===== config.mk =====
export PLATFORM = sky130hd
export DESIGN_NAME = tbird_seq
export DESIGN_NICKNAME = d
export VERILOG_FILES = /design/src/rtl/tbird_pkg.sv /design/src/rtl/step_timer.sv /design/src/rtl/tbird_seq.sv
export SDC_FILE = /design/constraint.sdc
export NUM_CORES = 1
export LEC_CHECK = 0
export ABC_AREA = 1
export CORE_UTILIZATION = 25
export CTS_BUF_LIST = sky130_fd_sc_hd__clkbuf_8
export DETAILED_ROUTE_END_ITERATION = 16
export PLACE_DENSITY_LB_ADDON = 0.15
export SLEW_MARGIN = 5
export SYNTH_ARGS = -nofsm -noshare
export SYNTH_HDL_FRONTEND = slang
export SYNTH_HIERARCHICAL = 1
export SYNTH_SLANG_ARGS = --single-unit

===== constraint.sdc =====
create_clock -name clk -period 4.7 [get_ports clk]
set_input_delay 0.94 -clock clk [delete_from_list [all_inputs] [get_ports clk]]
set_output_delay 0.94 -clock clk [all_outputs]
set_load 0.02 [all_outputs]

===== src/rtl/tbird_pkg.sv =====
// Shared constants and types for the tail-light sequencer: lamp codes,
// state encoding, request decode and the state-to-lamp mapping.
package tbird_pkg;

  localparam int PAT_W = 22;

  // Active-low lamp codes driven to the bit generator
  localparam logic [PAT_W-1:0] PAT_O  = 22'h3FFFFF;
  localparam logic [PAT_W-1:0] PAT_H  = 22'h000000;
  localparam logic [PAT_W-1:0] PAT_L1 = 22'h3FE7FF;
  localparam logic [PAT_W-1:0] PAT_L2 = 22'h3F07FF;
  localparam logic [PAT_W-1:0] PAT_L3 = 22'h3807FF;
  localparam logic [PAT_W-1:0] PAT_L4 = 22'h2007FF;
  localparam logic [PAT_W-1:0] PAT_L5 = 22'h0007FF;
  localparam logic [PAT_W-1:0] PAT_R1 = 22'h3FF9FF;
  localparam logic [PAT_W-1:0] PAT_R2 = 22'h3FF83F;
  localparam logic [PAT_W-1:0] PAT_R3 = 22'h3FF807;
  localparam logic [PAT_W-1:0] PAT_R4 = 22'h3FF801;
  localparam logic [PAT_W-1:0] PAT_R5 = 22'h3FF800;

  // Encoding is visible on the debug LEDs, so values are fixed
  typedef enum logic [3:0] {
    ST_OFF  = 4'd0,
    ST_L1   = 4'd1,
    ST_L2   = 4'd2,
    ST_L3   = 4'd3,
    ST_L4   = 4'd4,
    ST_L5   = 4'd5,
    ST_R1   = 4'd6,
    ST_R2   = 4'd7,
    ST_R3   = 4'd8,
    ST_R4   = 4'd9,
    ST_R5   = 4'd10,
    ST_HON  = 4'd11,
    ST_HOFF = 4'd12
  } state_t;

  typedef enum logic [1:0] {
    REQ_NONE  = 2'd0,
    REQ_LEFT  = 2'd1,
    REQ_RIGHT = 2'd2,
    REQ_HAZ   = 2'd3
  } req_t;

  // Hazard wins; both directions at once is treated as hazard
  function automatic req_t decode_req(input logic haz, input logic left,
                                      input logic right);
    req_t rq;
    if (haz || (left && right)) rq = REQ_HAZ;
    else if (left)              rq = REQ_LEFT;
    else if (right)             rq = REQ_RIGHT;
    else                        rq = REQ_NONE;
    return rq;
  endfunction

  function automatic logic [PAT_W-1:0] state_pattern(input state_t st);
    logic [PAT_W-1:0] p;
    case (st)
      ST_L1:   p = PAT_L1;
      ST_L2:   p = PAT_L2;
      ST_L3:   p = PAT_L3;
      ST_L4:   p = PAT_L4;
      ST_L5:   p = PAT_L5;
      ST_R1:   p = PAT_R1;
      ST_R2:   p = PAT_R2;
      ST_R3:   p = PAT_R3;
      ST_R4:   p = PAT_R4;
      ST_R5:   p = PAT_R5;
      ST_HON:  p = PAT_H;
      default: p = PAT_O;
    endcase
    return p;
  endfunction

endpackage


===== src/rtl/step_timer.sv =====
// Frame counter: produces a one-cycle tick on every STEP_FRAMES-th
// frame_start pulse. The counter is frozen while frame_start is idle.
module step_timer #(
  parameter int STEP_FRAMES = 15,
  parameter int CNT_BITS    = 6
) (
  input  logic clk,
  input  logic clr,
  input  logic frame_start,
  output logic tick
);

  localparam logic [CNT_BITS-1:0] LAST = CNT_BITS'(STEP_FRAMES - 1);

  logic [CNT_BITS-1:0] frame_cnt;

  // Tick coincides with the frame_start that wraps the counter
  assign tick = frame_start && (frame_cnt == LAST);

  // Count frame_start pulses, wrapping at STEP_FRAMES-1
  always_ff @(posedge clk or posedge clr) begin
    if (clr) begin
      frame_cnt <= '0;
    end else if (frame_start) begin
      if (frame_cnt == LAST) frame_cnt <= '0;
      else                   frame_cnt <= frame_cnt + CNT_BITS'(1);
    end
  end

endmodule


===== src/rtl/tbird_seq.sv =====
// Tail-light sequencer: synchronises the switch requests and steps the
// lamp FSM once per animation tick so the pattern only changes at a
// frame boundary.
module tbird_seq
  import tbird_pkg::*;
#(
  parameter int STEP_FRAMES = 15,
  parameter int CNT_BITS    = 6
) (
  input  logic              clk,
  input  logic              clr,
  input  logic              left_sw,
  input  logic              right_sw,
  input  logic              haz_sw,
  input  logic              frame_start,
  output logic [PAT_W-1:0]  pattern,
  output logic              step,
  output logic [3:0]        state_dbg
);

  // Sweep sequencing: a sweep only continues while its own request holds
  function automatic state_t next_state(input state_t st, input req_t rq);
    state_t nxt;
    case (st)
      ST_OFF: begin
        case (rq)
          REQ_HAZ:   nxt = ST_HON;
          REQ_LEFT:  nxt = ST_L1;
          REQ_RIGHT: nxt = ST_R1;
          default:   nxt = ST_OFF;
        endcase
      end
      ST_L1:   nxt = (rq == REQ_LEFT)  ? ST_L2 : ST_OFF;
      ST_L2:   nxt = (rq == REQ_LEFT)  ? ST_L3 : ST_OFF;
      ST_L3:   nxt = (rq == REQ_LEFT)  ? ST_L4 : ST_OFF;
      ST_L4:   nxt = (rq == REQ_LEFT)  ? ST_L5 : ST_OFF;
      ST_R1:   nxt = (rq == REQ_RIGHT) ? ST_R2 : ST_OFF;
      ST_R2:   nxt = (rq == REQ_RIGHT) ? ST_R3 : ST_OFF;
      ST_R3:   nxt = (rq == REQ_RIGHT) ? ST_R4 : ST_OFF;
      ST_R4:   nxt = (rq == REQ_RIGHT) ? ST_R5 : ST_OFF;
      ST_HON:  nxt = (rq == REQ_HAZ)   ? ST_HOFF : ST_OFF;
      ST_HOFF: nxt = (rq == REQ_HAZ)   ? ST_HON  : ST_OFF;
      default: nxt = ST_OFF;  // L5, R5: one dark step between sweeps
    endcase
    return nxt;
  endfunction

  // Switch bits packed as {haz, left, right}
  logic [2:0] sw_p0;
  logic [2:0] sw_p1;
  logic       tick;
  req_t       req;
  state_t     state;
  state_t     state_nxt;

  // Two-flop synchronisers for the asynchronous board switches
  always_ff @(posedge clk or posedge clr) begin
    if (clr) begin
      sw_p0 <= '0;
      sw_p1 <= '0;
    end else begin
      sw_p0 <= {haz_sw, left_sw, right_sw};
      sw_p1 <= sw_p0;
    end
  end

  step_timer #(
    .STEP_FRAMES (STEP_FRAMES),
    .CNT_BITS    (CNT_BITS)
  ) u_timer (
    .clk         (clk),
    .clr         (clr),
    .frame_start (frame_start),
    .tick        (tick)
  );

  // Request decode and next-state selection from synchronised switches
  always_comb begin
    req       = decode_req(sw_p1[2], sw_p1[1], sw_p1[0]);
    state_nxt = next_state(state, req);
  end

  // FSM with registered pattern and step pulse, advanced only on tick
  always_ff @(posedge clk or posedge clr) begin
    if (clr) begin
      state   <= ST_OFF;
      pattern <= PAT_O;
      step    <= 1'b0;
    end else begin
      step <= tick;
      if (tick) begin
        state   <= state_nxt;
        pattern <= state_pattern(state_nxt);
      end
    end
  end

  assign state_dbg = state;

endmodule


== Word level (Yosys, flattened, before mapping) ==
Memories as Yosys holds them, arrays and structs flattened. A register that Yosys moved wholly into a read port is not among the register bits.
Cells that the tools add are included.

* Eq/ne operators: 14
* Reductions and logical operators: 4
* $add $sub $neg: 1
* Mux-type cells: 16

{| class="wikitable"
|+ Operators by type and width
! kind !! number
|-
| $pmux 4 s11 || 1
|-
| $mux 4 || 5
|-
| $eq 4x4->1 const B || 4
|-
| $eq 4x3->1 const B || 3
|-
| $pmux 4 s3 || 1
|-
| $mux 2 || 5
|-
| $mux 3 || 3
|-
| $eq 4x2->1 const B || 2
|-
| $add 6x1->6 const B || 1
|-
| $eq 6x4->1 const B || 1
|-
| $mux 6 || 1
|-
| $eq 2x2->1 const B || 2
|-
| $eq 4x1->1 const B || 1
|-
| $logic_not 4->1 || 1
|-
| $eq 2x1->1 const B || 1
|-
| $logic_and 1x1->1 || 2
|-
| $logic_or 1x1->1 || 1
|}

* Bits in registers: 17
* Output and inout bits: 27
* Memories: 1
* Bits in read-only memories: 352
* Logic and storage cells: 41
* Bits of input ports: 6

{| class="wikitable"
|+ Memory list
! name !! words !! width !! read ports !! clocked after Yosys merged registers in !! write ports !! RTL line !! RTL
|-
| (no name shown) || 16 || 22 || 1 || 1 || 0 || tbird_pkg.sv:58 || <nowiki>case (st)</nowiki>
|}

== Logic depth before layout (Yosys ltp) ==
Gate-level depths: netlist of run 1.

* Word-level depth: 6
* Mapped depth: 12

== Hierarchy ==
The synthesis of run 1 kept the hierarchy.

{| class="wikitable"
|+ By module, submodules not included
! module !! seq. area each (µm²) !! instances !! cells an instance !! area an instance (µm²)
|-
| tbird_seq || 538.0 || 1 || 163 || 1243.7
|-
| step_timer || 150.1 || 1 || 51 || 351.6
|}

== Worst setup path after synthesis of run 1 ==
OpenSTA, ideal clock, no wires.

* Kind: input port to flip-flop
* Start point: in frame_start
* End point: reg state[1] (netlist: state_dbg[1])
* Setup slack: 2.752 ns
* Buffers on the path: 1
* Cell stages on the path: 8
* Arrival: 1.815 ns
* Cells stage by stage: inv_1 -> nor2_1 -> nand3_1 -> inv_1 -> inv_1 -> dlygate4sd1_1 -> nand2_1 -> o21ai_0

* Word-level cells in the longest chain between the ends: 1

{| class="wikitable"
|+ Ends and longest elaborated chain
! element !! RTL line !! RTL
|-
| start: declaration || tbird_seq.sv:15 || <nowiki>input logic frame_start,</nowiki>
|-
| $logic_and 1x1->1 || step_timer.sv:18 || <nowiki>assign tick = frame_start && (frame_cnt == LAST);</nowiki>
|-
| named net tick || tbird_seq.sv:51 || <nowiki>logic tick;</nowiki>
|-
| end signal: assignment || tbird_seq.sv:92 || <nowiki>state <= state_nxt;</nowiki>
|-
| end: declaration || tbird_seq.sv:53 || <nowiki>state_t state;</nowiki>
|}

The timed path passes the listed nets, and every way through them passes these cells.
A chain may end at the register's enable or synchronous reset.

== Worst setup path after layout of run 1 ==
* Start point: in frame_start
* End point: reg pattern[8]

* Word-level cells in the longest chain between the ends: 1

{| class="wikitable"
|+ Ends and longest elaborated chain
! element !! RTL line !! RTL
|-
| $logic_and 1x1->1 || step_timer.sv:18 ||
|-
| named net tick || tbird_seq.sv:51 ||
|-
| end: declaration || tbird_seq.sv:16 || <nowiki>output logic [PAT_W-1:0] pattern,</nowiki>
|}

The timed path passes the listed nets, and every way through them passes these cells.

==> results of run 1 <==
sequential cells by signal, summed over array words and instances, names as in the netlist:
name / cells
pattern: 10
u_timer/frame_cnt: 6
state_dbg: 4
sw_p0: 3
sw_p1: 3
step: 1
worst paths after layout:
kind / endpoint / depth (start not counted) / slack [ps]
max in group asynchronous: step / 2 / 3040
max: pattern[8] / 9 / 2100
min reg2reg: sw_p1[0] / 0 / 350
max reg2reg: pattern[8] / 10 / 2640
min in group asynchronous: u_timer/frame_cnt[1] / 2 / 900
min: sw_p1[0] / 0 / 350
cell families after synthesis:
kind of cell | Yosys count | synth area share
compound gates | 13 | 0.0486
fa+ha+maj | 5 | 0.0392
flops | 27 | 0.431
xor+xnor | 1 | 0.00549
buf+inv | 39 | 0.124
simple gates | 129 | 0.351
through the flow:
step | instances | area (µm²) | utilization | hold slack (ps)
after floorplan | 214 | 1600 | - | 331
after global placement | 307 | 1910 | 0.316 | 335
after detailed placement | 307 | 1910 | 0.316 | 335
after CTS | 311 | 1950 | 0.324 | 355
after global routing | 311 | 1950 | 0.324 | 365
final | 311 | 1950 | 0.324 | 355
critical path: stages:
cell and delay, ps:
clkdlybuf4s50_1 510, inv_1 90, nor2_1 90, nand3_1 120, inv_1 330, inv_1 310, a21oi_2 250, inv_2 60
o21ai_2 100
cell type report:
class,count,area share
Multi-Input combinational cell,148,0.364
Sequential cell,27,0.353
Timing Repair Buffer,32,0.164
Inverter,25,0.0481
Tap cell,75,0.0481
Clock buffer,3,0.0212
Clock inverter,1,0.00192
cell usage after synthesis, drive strengths merged:
master | count | share of area
a21oi | 6 | 0.021
buf | 13 | 0.060
dfrtp | 17 | 0.27
dfstp | 10 | 0.16
dlygate4sd1 | 1 | 0.0055
ha | 5 | 0.039
inv | 25 | 0.059
nand2 | 76 | 0.19
nand3 | 10 | 0.035
nand4 | 2 | 0.012
nor2 | 41 | 0.12
o21ai | 5 | 0.018
o21bai | 2 | 0.0094
xnor2 | 1 | 0.0055
routing by layer:
layer | global-route usage | wire (µm) | vias to the layer above
met5 | 0 | 0 | -
li1 | - | - | 681
met2 | 0.186 | 1540 | 26
met3 | 0.0322 | 160 | 4
met4 | 0.0404 | 40 | 0
met1 | 0.141 | 1480 | 597
power groups by stage:
stage | clock network, mW | registers (mW) | logic (mW)
final | 0.136 | 0.351 | 0.323
after global routing | 0.155 | 0.363 | 0.364
after CTS | 0.144 | 0.354 | 0.327
after detailed placement | 0 | 0.356 | 0.326
after global placement | 0 | 0.359 | 0.330
after floorplan | 0 | 0.381 | 0.197
==> out/qor.txt, run 1 <==
GPL Wtd Cong = 0.819
Hold Fails Final Rpt = 0
total power = 0.809 mW
max cap viols = 0
register area = 688 µm²
flops & latches, synth = 27
dpl hpwl = 2500 µm
Worst Path Max Fanout = 14
endpoint class of the critical path = register
Post-CTS Resized = 0
post-synthesis sequential area ratio = 0.431
Clk network pwr share = 0.168
number of global-route vias before repair = 1257
Die Ht = 81.9 µm
Worst-Margin Slew = 831 ps
layout cells sized above 1 = 0.140
CP Launch Point = frame_start
CTS tree = done
Post-Place Worst Slack = 1780 ps
DRC viols = 0
P_int = 0.503 mW
Syn Inst Count = 214
Critical Path AT = 2820 ps
fin crit period = 2600 ps
vias = 1308
reg2reg start = u_timer/frame_cnt[0]
clock sinks = 27
unrepaired setup endpoints after global routing = false
most frequent cells in the layout = nand2_1 (71), nor2_1 (33), clkdlybuf4s50_1 (32)
setup violators final = 0
final period utilization = 0.553
CP startpoint kind = input port
nets = 248
Leak = 0.942 nW
n_diodes = 0
Comb pwr share = 0.399
hold_sp = sw_p0[0]
Worst VDD drop = 0.211 mV
all-layer global routing usage = 0.113
net load switching power = 0.306 mW
Bufs on Longest Clock Path = 2
clock slew at reported path FFs = 100 ps
die area = 6700 µm²
status = finished clean
Die X = 81.9 µm
Site Rows = 28
multi-input logic area = 709 µm²
post-route ant nets = 0
synthesized area per cell = 7.45 µm²
initial core utilization = 0.265
TritonCTS buffer count = 3
critical path class = input port to register
Setup TNS Final = 0 ps
Cell variety after synth = 23
synthesis-to-finish area growth = 22.3%
Filler cells = 665
Flop pwr share = 0.433
CP required = 4920 ps
GRT Residual Overflow = 0
Hold Buf Count CTS = 0
final WL = 3220 µm
CTS root buf = clkbuf_8
I/O Buffers = 32
Slew HR = 0.445
Fmax achieved = 0.385 GHz
largest net degree at the start of global routing = 22
antenna violations before repair = 0
CORE AREA = 6030 µm²
Worst Setup Slack, final = 2100 ps
Pins Over Slew Limit = 0
Hold Crit Class = register to register
clock latency on the worst-skew pair = 280 ps
Iter 0 DRT Violations = 93
Ys Warns = 6
Net Sw Frac = 0.378
PD cells = 415 nW/µm²
Syn Nets = 225
vias per inst = 4.21
Detailed Routing Iterations Pass 1 = 4
Syn Std Cell Area = 1600 µm²
commonest non-fill, non-tap cell in the layout = nand2_1
per-cell routed wire length = 10.3 µm
worst clock skew = 1.80 ps
global-route wire length before repair = 5750 µm
num ports = 33
Post-CTS Repair Setup Buffers = 0
CTS HTree Levels = 1
Power figures use the tool's default switching activity.
==> run 2, diff against run 1 <==
- clock period: 4.7 -> 2.2 ns (I/O delays scaled with it)
==> out/qor.txt, run 2 (synthesis results as in run 1) <==
status = finished clean
Worst Path Max Fanout = 4
Worst R2R End = pattern[15]
fin crit period = 1880 ps
I/O Buffers = 32
commonest non-fill, non-tap cell in the layout = nand2_1
clock sinks = 27
CP Launch Point = pattern[15]
worst path cell trace = clkdlybuf4s50_1
Hold Buf Count CTS = 0
per-cell routed wire length = 10.3 µm
gr busiest metal = met2
Post-CTS Resized = 0
layout cells sized above 1 = 0.147
clock latency on the worst-skew pair = 270 ps
Register-to-Register Path Depth = 11
number of flip-flops in the largest register = 10
met2 GRT Util = 0.198
CTS root buf = clkbuf_8
GRT Residual Overflow = 0
num ports = 33
GR Util met3 = 0.0300
n_diodes = 0
hold_sp = sw_p0[0]
CP required = 1760 ps
CTS HTree Levels = 1
WHS Path Cells = 0
worst clock skew = 7.18 ps
register area = 688 µm²
hold_ws = 348 ps
Critical Path AT = 1440 ps
most frequent cells in the layout = nand2_1 (71), nor2_1 (33), clkdlybuf4s50_1 (32)
hold endpoint = sw_p1[0]
Buffers & Inverters on Critical Path = 1
Die X = 81.9 µm
Slew HR = 0.733
Bufs on Longest Clock Path = 2
Worst VDD drop = 0.433 mV
post-route ant nets = 0
Site Rows = 28
Fmax achieved = 0.532 GHz
critical path's top delay family = buffers and inverters
critical path class = register to output pin
reg2reg start = state_dbg[1]
CORE AREA = 6030 µm²
Leak = 0.953 nW
Hold Fails Final Rpt = 0
DRC viols = 0
multi-input logic area = 709 µm²
synthesis-to-finish area growth = 23.2%
Setup TNS Final = 0 ps
final core utilization = 0.326
final period utilization = 0.855
max cap viols = 0
CP startpoint kind = register
vias per inst = 4.16
TritonCTS buffer count = 3
clock slew at reported path FFs = 100 ps
CTS tree = done
unrepaired setup endpoints after global routing = false
dpl hpwl = 2480 µm
largest reg by FF count = pattern
largest net degree at the start of global routing = 22
endpoint class of the critical path = output pin
all-layer global routing usage = 0.111
delay of the slowest cell on the worst path = 600 ps
Post-CTS Repair Setup Buffers = 0
nets = 250
global-route wire length before repair = 5630 µm
number of global-route vias before repair = 1266
Die Ht = 81.9 µm
PD cells = 876 nW/µm²
final WL = 3240 µm
met1 Track Usage GR = 0.132
antenna violations before repair = 0
Filler cells = 648
Iter 0 DRT Violations = 82
Worst-Margin Slew = 400 ps
Pins Over Slew Limit = 0
vias = 1302
Hold Crit Class = register to register
initial core utilization = 0.265
total power = 1.72 mW
die area = 6700 µm²
setup violators final = 0
Detailed Routing Iterations Pass 1 = 4
setup slack, reg-to-reg = 400 ps
GPL Wtd Cong = 0.814
Slowest cell on crit path = clkdlybuf4s50_1
[run 2: changes by cell type in the layout (fill, tap and decap cells not counted), sizes merged]
cell	previous run	this run
buf	0	2
[run 2: cell type report]
class                           count  area share
Timing Repair Buffer               34       0.171
Multi-Input combinational cell    148       0.361
Clock inverter                      1     0.00191
Sequential cell                    27       0.350
Tap cell                           75      0.0477
Inverter                           25      0.0477
Clock buffer                        3      0.0210
[run 2: per-layer routing]
layer  part of all wire  vias to the layer above
li1                   -                      689
met1               0.47                      583
met2               0.48                       28
met3              0.045                        2
met4             0.0071                        0
met5                  0                        -
[run 2: worst max-delay path by stage]
stage	end	cells after the start	slack, ps
global placement	pattern[8]	9	220
floorplan	pattern[15]	11	580
global route	pattern[15]	11	190
detailed placement	pattern[8]	9	180
finish	pattern[14]	1	320
CTS	pattern[14]	1	290
[run 2: through the flow]
stage / std cells / worst slack [ps] / instance area (µm²)
floorplan: 214 / 577 / 1600
global placement: 309 / 218 / 1920
detailed placement: 309 / 180 / 1920
CTS: 313 / 286 / 1970
global route: 313 / 194 / 1970
finish: 313 / 319 / 1970
[run 2: where the power goes]
| part | switching, mW | internal, mW | leakage (nW) |
|---|---|---|---|
| clock | 0.155 | 0.125 | 0.0269 |
| combinational | 0.380 | 0.313 | 0.629 |
| sequential | 0.111 | 0.638 | 0.297 |
| total | 0.646 | 1.08 | 0.953 |
==> patch 1, RTL diff (settings of run 1) <==
Add an input register stage for `left_sw`, `right_sw`, `haz_sw` and `frame_start`, cleared by the reset; this delays them by one clock.
--- a/src/rtl/tbird_seq.sv
+++ b/src/rtl/tbird_seq.sv
@@ -17,6 +17,25 @@
   output logic              step,
   output logic [3:0]        state_dbg
 );
+
+  logic left_sw_q;
+  logic right_sw_q;
+  logic haz_sw_q;
+  logic frame_start_q;
+
+  always_ff @(posedge clk or posedge clr) begin
+    if (clr) begin
+      left_sw_q     <= '0;
+      right_sw_q    <= '0;
+      haz_sw_q      <= '0;
+      frame_start_q <= '0;
+    end else begin
+      left_sw_q     <= left_sw;
+      right_sw_q    <= right_sw;
+      haz_sw_q      <= haz_sw;
+      frame_start_q <= frame_start;
+    end
+  end
 
   // Sweep sequencing: a sweep only continues while its own request holds
   function automatic state_t next_state(input state_t st, input req_t rq);
@@ -59,7 +78,7 @@
       sw_p0 <= '0;
       sw_p1 <= '0;
     end else begin
-      sw_p0 <= {haz_sw, left_sw, right_sw};
+      sw_p0 <= {haz_sw_q, left_sw_q, right_sw_q};
       sw_p1 <= sw_p0;
     end
   end
@@ -70,7 +89,7 @@
   ) u_timer (
     .clk         (clk),
     .clr         (clr),
-    .frame_start (frame_start),
+    .frame_start (frame_start_q),
     .tick        (tick)
   );
 
Formal check against the unedited RTL: same outputs for any inputs over 10 cycles, from zero or initial values; that may be too few to reach the edited logic, so the function may still have changed.
==> patch 1 against run 1 <==
- critical path depth shrank 8
- setup slack gained 0.23 ns
- total power grew 69%
- via count grew 0.31%
- clock power grew 99%
- wire length grew 2.2%
- register-to-register slack gained 0.05 ns
- cell area grew 7.8%
- synthesized area grew 4.5%
- sequential cell count grew 4
- worst hold slack lost 0.0075 ns
==> patch 1: results (changes against run 1) <==
| Metric | Value |
|---|---|
| Hold path depth | `0 (unchanged)` |
| Root buf cell | `clkbuf_8` |
| Worst hold start | `sw_p0[2]` |
| 1st-iter DRT viols | `32 (-66%)` |
| Unique cell type count in the Yosys netlist | `23 (unchanged)` |
| Placed instance area | `0.00199 mm2 (+4.2%)` |
| Fin nets | `249 (+0.40%)` |
| Min-Delay Path Class | `flop to flop` |
| Hold WS | `0.347 ns (-0.00754 ns)` |
| Setup Skew | `0.00626 ns (+0.00447 ns)` |
| Vias in the first global route | `1309 (+4.1%)` |
| Max VDD drop | `0.294 mV (+40%)` |
| CP max-delay cell | `clkdlybuf4s50_1` |
| RePlAce Congestion | `0.838 (+2.4%)` |
| Syn_nets | `224 (-0.44%)` |
| TritonCTS Buffers | `5 (+2)` |
| Rel. slew slack | `35.7% (-8.9 points)` |
| Max H-tree Level | `2 (+1)` |
| M3 GR Usage | `2.97% (-0.25 points)` |
| Cts repair resizes | `0 (unchanged)` |
| Register area share after synthesis | `47.3% (+4.2 points)` |
| R2R setup slack | `2.69 ns (+0.05 ns)` |
| Status | `finished, final reports clean` |
| Critical path endpoint category | `output pin` |
| Synth top area cells | `dfrtp_1 (32%), dfstp_2 (16%), nand2_1 (15%)` |
| Grt met1 use | `12.7% (-1.4 points)` |
| Largest net degree at the start of global routing | `26 (+18%)` |
| GR Util met2 | `17.9% (-0.71 points)` |
| Crit Path Max Fanout | `4 (-10)` |
| N_diodes | `0 (unchanged)` |
| Global-route wire length before repair | `5860 um (+1.8%)` |
| Cell family with most CP delay | `buffers and inverters` |
| Clock Path Buffers | `2 (unchanged)` |
| Reg2reg path depth | `10 (unchanged)` |
| Clock transition at path regs | `0.07 ns (-0.03 ns)` |
| I/O Buffers | `32 (unchanged)` |
| Fill cells | `697 (+4.8%)` |
| FF-to-FF Start | `u_timer/frame_cnt[0]` |
| Worst skew pair latency | `0.28 ns (about the same)` |
| Worst EP arrival | `1.43 ns (-1.39 ns)` |
| Ratio of cells with drive above 1 in the final layout | `16.7% (+2.8 points)` |
| Crit-path max cell delay | `0.60 ns (+0.09 ns)` |
| Vias/cell | `4.15 (-1.3%)` |
| DP HPWL | `2500 um (about the same)` |
| Post-synthesis async set-or-reset flop share | `100% (unchanged)` |
| Post-synth top cells | `nand2_1 (68), nor2_1 (30), dfrtp_1 (21)` |
| Drt first pass iters | `6 (+2)` |
| Reg2reg end | `pattern[15]` |
| Static Leakage | `1.02 nW (+8.3%)` |
| Largest Register | `pattern` |
| Post-CTS Setup Bufs | `0 (unchanged)` |
| Avg WL per Cell | `10.4 um (+0.56%)` |
| NetSw | `0.539 mW (+76%)` |
| All-Layer GR Usage | `10.5% (-0.82 points)` |
| Hold endpoint | `sw_p1[2]` |
| CTS tree | `yes` |
==> patch 1: how the worst max path moves through the flow <==
stage / endpoint / from / slack, ns / cells after the start
after floorplan: state_dbg[2] / u_timer/frame_cnt[0] / 2.93 / 11
after global placement: step / clr / 2.53 / 2
after detailed placement: step / clr / 2.51 / 2
after CTS: pattern[17] / pattern[18] / 2.32 / 1
after global routing: pattern[17] / pattern[18] / 2.28 / 1
final: pattern[7] / pattern[8] / 2.33 / 1
==> patch 1: cell type report <==
class,count,area (um2),area share (%)
Clock buffer,6,82.6,3.93
Multi-Input combinational cell,145,694,33.0
Inverter,23,86.3,4.10
Sequential cell,31,788,37.5
Tap cell,77,96.3,4.58
Timing Repair Buffer,32,320,15.2
Clock inverter,2,35.0,1.67
==> patch 1: cell families (layout without fill, tap and decap cells) <==
family	count (synthesis)	count (layout)	share of synthesized area, %
and+or+nand+nor	128	128	33.5
DFF	31	31	47.3
buffers and inverters	37	63	11.0
xor gates and xnor gates	1	1	0.526
adders and majority gates	5	5	3.75
AOI/OAI and AO/OA	11	11	3.90
==> patch 1: metrics by stage <==
step,setup slack [ns],utilization [%],instances
2_1_floorplan,2.93,-,213
4_1_cts,2.32,32.9,316
5_1_grt,2.28,32.9,316
3_3_place_gp,2.53,31.1,308
3_5_place_dp,2.51,31.1,308
6_report,2.33,32.9,316
==> patch 1: power by group through the flow <==
stage	combinational, mW	clock, mW	sequential, mW
2_1_floorplan	0.396	0	0.509
3_3_place_gp	0.655	0	0.454
3_5_place_dp	0.650	0	0.458
4_1_cts	0.652	0.280	0.454
5_1_grt	0.711	0.294	0.470
6_report	0.646	0.270	0.450
==> patch 1: per-layer routing <==
metal  wire length, um  up-vias
li1                  -      687
met1              1550      598
met2              1580       23
met3               122        4
met4                31        0
met5                 0        -
==> patch 2, RTL diff (config.mk and constraints of run 1) <==
Without the edit above. `STEP_FRAMES` is set to 15 in 2 places; all go to 7.
--- a/src/rtl/step_timer.sv
+++ b/src/rtl/step_timer.sv
@@ -1,7 +1,7 @@
 // Frame counter: produces a one-cycle tick on every STEP_FRAMES-th
 // frame_start pulse. The counter is frozen while frame_start is idle.
 module step_timer #(
-  parameter int STEP_FRAMES = 15,
+  parameter int STEP_FRAMES = 7,
   parameter int CNT_BITS    = 6
 ) (
   input  logic clk,
--- a/src/rtl/tbird_seq.sv
+++ b/src/rtl/tbird_seq.sv
@@ -4,7 +4,7 @@
 module tbird_seq
   import tbird_pkg::*;
 #(
-  parameter int STEP_FRAMES = 15,
+  parameter int STEP_FRAMES = 7,
   parameter int CNT_BITS    = 6
 ) (
   input  logic              clk,
Formal check against the unedited RTL: not equivalent (Yosys sat finds a counterexample within 10 cycles, from zero or initial values).
==> patch 2 against run 1 <==
- sequential cell count unchanged
- cell area is 0.26% higher
- synthesized area decreased by 0.16%
- setup slack improved by 0.18 ns
- count of clock-buffer cells in the layout unchanged
- wire length shrank 4.0%
- total power rose by 12%
- clock power is 5% lower
==> patch 2: results (changes against run 1) <==
| Metric | Value |
|---|---|
| Reg2reg path depth | `11 (+1)` |
| Layout clock area frac | `2.30% (-0.0059 points)` |
| R2R setup slack | `2.90 ns (+0.26 ns)` |
| Placed instance area | `0.00191 mm2 (+0.26%)` |
| Mapped Cells | `208 (-2.8%)` |
| FF-to-FF Start | `state_dbg[1]` |
| Syn_nets | `219 (-2.7%)` |
| Fin crit period | `2.42 ns (-0.182 ns)` |
| Setup Skew | `0.00186 ns (+0.0000624 ns)` |
| Vias in the first global route | `1226 (-2.5%)` |
| DP HPWL | `2430 um (-2.9%)` |
| Post-synth top cells | `nand2_1 (65), nor2_1 (29), inv_1 (22)` |
| Hold WS | `0.354 ns (-0.000494 ns)` |
| RePlAce Congestion | `0.819 (about the same)` |
| Multi-input gate area | `707 um2 (-0.35%)` |
| Register area share after synthesis | `43.2% (+0.068 points)` |
| Max VDD drop | `0.197 mV (-6.6%)` |
| All-Layer GR Usage | `10.6% (-0.69 points)` |
| Reg2reg end | `pattern[15]` |
| Status | `finished, final reports clean` |
| Unique cell type count in the Yosys netlist | `24 (+4.3%)` |
| Die area | `0.00669 mm2 (-0.15%)` |
| Fin util | `32.5% (+0.083 points)` |
| Multi-input gates | `142 (-4.1%)` |
| Fill cells | `668 (+0.45%)` |
| Global-route wire length before repair | `5420 um (-5.8%)` |
| Crit Path Max Fanout | `6 (-8)` |
| Synth Area in Adders | `3.93% (+0.0062 points)` |
## patch 2: changes by cell type after synthesis, sizes merged
| cell | change |
|---|---|
| nand2 | -5 |
| nand4 | +1 |
| nor2 | -4 |
| nand3 | -1 |
| o21ai | +1 |
| xor2 | +2 |
## patch 2: layer usage
layer	track usage (%)	wire [um]	vias to the layer above
met5	0	0	-
li1	-	-	668
met2	17.9	1400	31
met3	2.67	149	2
met1	13.2	1520	563
met4	3.51	24	0
## patch 2: how the worst min path moves through the flow
stage	cells past startpoint	end
floorplan	0	sw_p1[0]
global placement	0	sw_p1[1]
detailed placement	0	sw_p1[0]
CTS	0	sw_p1[0]
global route	0	sw_p1[0]
finish	0	sw_p1[0]
## patch 2: power groups by stage
stage / Sequential [mW] / Clock (mW) / Combinational (mW)
after floorplan: 0.410 / 0 / 0.250
after global placement: 0.383 / 0 / 0.410
after detailed placement: 0.381 / 0 / 0.408
after CTS: 0.377 / 0.140 / 0.410
after global routing: 0.385 / 0.148 / 0.453
final: 0.374 / 0.129 / 0.405
